===== src/rtl/fcmp_pipe.sv =====
// fcmp_pipe: pipelined floating-point compare (LT/LE/EQ/MIN/MAX) with valid/ready flow control
module fcmp_pipe #(
  parameter int EXP_W  = 8,
  parameter int MAN_W  = 23,
  parameter int STAGES = 1,
  localparam int W     = 1 + EXP_W + MAN_W
) (
  input  logic         clk,
  input  logic         rstn,
  input  logic         in_valid,
  output logic         in_ready,
  input  logic [W-1:0] srca,
  input  logic [W-1:0] srcb,
  input  logic [2:0]   op,
  output logic         out_valid,
  input  logic         out_ready,
  output logic [W-1:0] result,
  output logic         unord
);
  localparam logic [W-1:0] QNAN = {1'b0, {EXP_W{1'b1}}, {MAN_W{1'b0}}} | (W'(1) << (MAN_W - 1));

  logic         w_za, w_zb, w_na, w_nb, w_nan, w_sa, w_sb;
  logic [W-2:0] w_ma, w_mb;
  logic         w_eq, w_lt, w_gt, w_bit;
  logic [W-1:0] w_min, w_max, w_res;
  logic [STAGES:0]   w_e;
  logic [STAGES-1:0] w_vin;
  logic [W:0]        w_din [STAGES];
  logic [STAGES-1:0] r_v;
  logic [W:0]        r_pl [STAGES];

  // classify operands (zero exponent flushes to zero, sign ignored) and build the result
  always_comb begin
    w_za  = srca[W-2:MAN_W] == '0;
    w_zb  = srcb[W-2:MAN_W] == '0;
    w_na  = &srca[W-2:MAN_W] && |srca[MAN_W-1:0];
    w_nb  = &srcb[W-2:MAN_W] && |srcb[MAN_W-1:0];
    w_nan = w_na || w_nb;
    w_sa  = srca[W-1];
    w_sb  = srcb[W-1];
    w_ma  = srca[W-2:0];
    w_mb  = srcb[W-2:0];
    w_eq  = (w_za && w_zb) || srca == srcb;
    w_lt  = (w_za && w_zb) ? 1'b0 :
            w_za           ? !w_sb :
            w_zb           ? w_sa :
            w_sa != w_sb   ? w_sa :
            w_sa           ? w_ma > w_mb : w_ma < w_mb;
    w_gt  = !w_lt && !w_eq;
    w_min = (w_na && w_nb) ? QNAN : w_na ? srcb : w_nb ? srca : w_gt ? srcb : srca;
    w_max = (w_na && w_nb) ? QNAN : w_na ? srcb : w_nb ? srca : w_lt ? srcb : srca;
    w_bit = op == 3'd0 ? w_lt : op == 3'd1 ? (w_lt || w_eq) : w_eq;
    w_res = op <= 3'd2 ? {{(W-1){1'b0}}, !w_nan && w_bit} :
            op == 3'd3 ? w_min :
            op == 3'd4 ? w_max : '0;
  end

  // stage advance enables ripple back from out_ready; each stage's input comes from its upstream
  always_comb begin
    w_e[STAGES] = out_ready;
    for (int k = STAGES - 1; k >= 0; k--) w_e[k] = !r_v[k] || w_e[k+1];
    w_vin[0] = in_valid;
    w_din[0] = {w_nan, w_res};
    for (int k = 1; k < STAGES; k++) begin
      w_vin[k] = r_v[k-1];
      w_din[k] = r_pl[k-1];
    end
  end

  // pipeline registers; payload only loads with a valid beat so it reads 0 until the first result
  always_ff @(posedge clk or negedge rstn) begin
    if (!rstn) begin
      r_v <= '0;
      for (int k = 0; k < STAGES; k++) r_pl[k] <= '0;
    end else begin
      for (int k = 0; k < STAGES; k++) begin
        if (w_e[k]) begin
          r_v[k] <= w_vin[k];
          if (w_vin[k]) r_pl[k] <= w_din[k];
        end
      end
    end
  end

  assign in_ready        = w_e[0];
  assign out_valid       = r_v[STAGES-1];
  assign {unord, result} = r_pl[STAGES-1];
endmodule


===== config.mk =====
export PLATFORM = sky130hd
export DESIGN_NAME = fcmp_pipe
export DESIGN_NICKNAME = d
export VERILOG_FILES = /design/src/rtl/fcmp_pipe.sv
export SDC_FILE = /design/constraint.sdc
export NUM_CORES = 1
export LEC_CHECK = 0
export CORE_MARGIN = 3
export CORE_UTILIZATION = 42
export CTS_BUF_LIST = sky130_fd_sc_hd__clkbuf_16
export DETAILED_ROUTE_END_ITERATION = 12
export HOLD_SLACK_MARGIN = 0.05
export PLACE_DENSITY = 0.76
export SYNTH_ARGS = -nofsm -noshare
export SYNTH_HDL_FRONTEND = slang
export SYNTH_SLANG_ARGS = --single-unit

===== constraint.sdc =====
create_clock -name clk -period 1.7 [get_ports clk]
set_input_delay 0.34 -clock clk [delete_from_list [all_inputs] [get_ports clk]]
set_output_delay 0.34 -clock clk [all_outputs]
set_load 0.1 [all_outputs]

==> impl_metrics.py <==
metrics = {
    "outcome": {
        "status": "finished with violations",
        "violations": "negative setup slack",
    },
    "sta": {
        "finClkSkew_ns": 0.0155,
        "setup_tns_ns": -52.41,
        "rsz0062_at_grt": "yes",
        "finalMaxSlewViolations": 0,
        "layout_setup_ws_ns": -1.74,
        "slew_headroom": 0.515,
        "setup_violations": 33,
        "finalHoldViolations": 0,
        "finalCriticalPeriod_ns": 3.44,
        "period_share": 2.02,
        "fmaxAchievable_mhz": 291,
        "worstMarginPinSlew_ns": 0.720,
    },
    "finish": {
        "final_common_cell": "buf_4",
        "num-nets-final": 697,
        "area_growth_syn_to_layout_pct": 109,
        "final_cell_mix": "125 x buf_4, 70 x nand2_1, 39 x buf_12",
        "drive_gt1_frac": 0.616,
        "n_antenna_cell": 0,
        "instances_no_fill": 692,
    },
    "clock_tree": {
        "clkSinkCount": 34,
        "clockBufferDepth": 2,
        "clk_pin_slew_ns": 0.06,
        "cts_buffers": 5,
        "htreeDepth": 2,
        "ctsHoldBuffers": 0,
        "cts_tree": "built",
        "cts-root-buf": "clkbuf_16",
        "insertion_delay_ns": 0.30,
    },
    "logic_synthesis": {
        "synthTopCellsByArea": "dfrtp_1 28%, ha_1 13%, nand2_1 9.1%, a22oi_2 8.8%, inv_1 4.0%",
        "netlist-cell-type-count": 48,
        "synth_edf_count": 0,
        "yosysWarnings": 0,
        "netlist_area_um2": 3000,
        "ys_ff_latch": 34,
        "synth_top_area_cell": "dfrtp_1",
        "ys.flop_type": "dfrtp_1",
        "async_reset_ff_frac": 1.00,
        "yosysTopAreaCellShare": 0.284,
        "synthesis.nets": 459,
        "syn_inst": 357,
        "syn_avg_cell_area_um2": 8.40,
        "seq_area_frac_synth": 0.284,
    },
    "place": {
        "gp_congestion": 0.942,
        "dpl.cell_count": 660,
        "post-dp-hpwl_um": 9760,
        "io_buffers": 105,
    },
    "worst_setup_path": {
        "path_buf_inv": 6,
        "critical_path.most_common_cell": "buf_4",
        "r2r_slack_ns": -0.22,
        "crit_start": "srca[20]",
        "critPathMaxFanout": 3,
        "regToRegEndpoint": "r_pl[0]",
        "crit_slowest_cell": "a2111oi_4",
        "r2r_start": "out_valid",
        "critical_path_class": "in2reg",
        "crit_family": "buffers and inverters",
        "crit_chain": "clkdlybuf4s15_1, ha_1, nand4_1, buf_4, nor3_1, o21ai_0, nand3_1, buf_4, a22oi_2, and3_4, mux2i_4, a2111oi_4, buf_4, buf_6, buf_6, a22oi_2, nand2_1",
        "end_kind": "flop",
        "worstPathRequired_ns": 1.93,
        "crit_path_start_kind": "primary input",
        "cp.arrival_ns": 3.66,
        "r2r_cells": 7,
        "max_stage_delay_ns": 0.43,
    },
    "global_route": {
        "grt_pass1_vias": 4817,
        "grt_overflow_total": 0,
        "grt_max_degree": 35,
        "grt_antenna_before_repair": 0,
        "grt_pass1_wl_um": 26200,
        "grt.total_usage": 0.409,
    },
    "die": {
        "ios": 106,
        "design.die.area_um2": 8190,
        "dieWidth_um": 90.5,
        "core_um2": 6870,
        "start_util": 0.437,
        "die_y_um": 90.5,
        "rows": 30,
    },
    "hold_path": {
        "whs_endpoint": "r_pl[5]",
        "hold_class": "in2reg",
        "worstHoldStart": "srcb[5]",
        "hold_depth": 4,
    },
    "detailed_routing": {
        "viasPerCell": 6.99,
        "dr_total_vias": 4840,
        "drtPass1Iterations": 8,
        "drt_iter0_markers": 671,
        "wl_um": 20200,
        "final_antenna_net_count": 0,
        "routedWlPerCell_um": 29.2,
        "drc": 0,
    },
    "pwr": {
        "ir_drop_uv": 479,
        "cellPowerDensity_nw_per_um2": 665,
        "leakage_nw": 2.81,
    },
    "flow_run": {
        "maxCapViolCount": 0,
    },
}
[what timing repair did]
| item | 4_1_cts | 5_1_grt |
|---|---|---|
| resized for setup | 352 | 28 |
| setup endpoints to repair | 33 | 33 |
| buffers inserted | 18 | 5 |
| pin swaps | 107 | 26 |
| cloned | 2 | 0 |
[flip-flops by register name, summed over array words and instances, names as in the netlist]
register   flops
out_valid      1
r_pl          33
[cells in the mapped netlist (2+ instances only)]
library cell / instances
or4_4: 2
or4_1: 2
nor2_1: 19
buf_1: 2
or2_2: 2
a22oi_2: 21
buf_6: 5
o21ai_1: 2
o31ai_1: 2
a32o_1: 5
a221o_1: 3
nand2_1: 73
nand3_1: 7
dfrtp_1: 34
clkbuf_1: 2
a221o_2: 2
o211ai_1: 6
inv_1: 32
a21oi_1: 19
nor4_1: 12
a22oi_1: 5
dlygate4sd1_1: 2
a2111oi_4: 2
ha_1: 31
o22ai_1: 4
nor3_1: 6
o21ai_0: 19
nand2b_1: 3
a211oi_1: 2
nand4_1: 13
[routing by layer]
metal	global-route usage	wire, µm
met3	0.105	2480
met4	0.276	2190
met2	0.671	8800
met5	0	0
met1	0.466	6740
[worst max-delay path by stage]
stage,slack (ns),cells after the start,endpoint
global placement,-1.88,16,r_pl[8]
detailed placement,-1.96,15,r_pl[14]
finish,-1.74,17,r_pl[31]
floorplan,-1.14,14,r_pl[10]
CTS,-1.14,15,r_pl[14]
global route,-1.74,17,r_pl[31]
[through the flow]
step	util	worst slack (ns)	area [µm²]	power, mW	hold WS [ns]
final	0.912	-1.74	6260	4.16	0.396
after global routing	0.912	-1.74	6260	4.23	0.398
after CTS	0.889	-1.14	6100	3.87	0.383
after detailed placement	0.784	-1.96	5380	2.68	0.524
after global placement	0.784	-1.88	5380	2.63	0.519
after floorplan	-	-1.14	3090	1.78	0.0444
[logic make-up (layout without fill, tap and decap cells)]
family / after synthesis / in the layout / share of synthesized area
and+or+nand+nor: 145 / 145 / 0.232
AOI/OAI and AO/OA: 100 / 100 / 0.275
buffers and inverters: 44 / 283 / 0.0713
DFF: 34 / 34 / 0.284
adders and majority gates: 31 / 31 / 0.129
xor gates and xnor gates: 2 / 2 / 0.00584
muxes: 1 / 1 / 0.00334
[cell type report]
cell class	instances	area, µm²
Timing Repair Buffer	243	2410
Sequential cell	34	855
Fill cell	236	606
Tap cell	96	120
Inverter	32	123
Multi-Input combinational cell	279	2590
Clock buffer	5	125
Clock inverter	3	40.0
[where the power goes]
part           leakage (nW)  internal (mW)  switching (mW)
logic                  2.27          0.864            1.24
clock network        0.0836          0.688           0.408
registers             0.460          0.875          0.0871
total                  2.81           2.43            1.74
[worst min-delay path: stages]
cell and delay, ns:
buf_6 0.08, buf_4 0.10, a22oi_2 0.07, nand2_1 0.06
(Power assumes the default switching activity.)
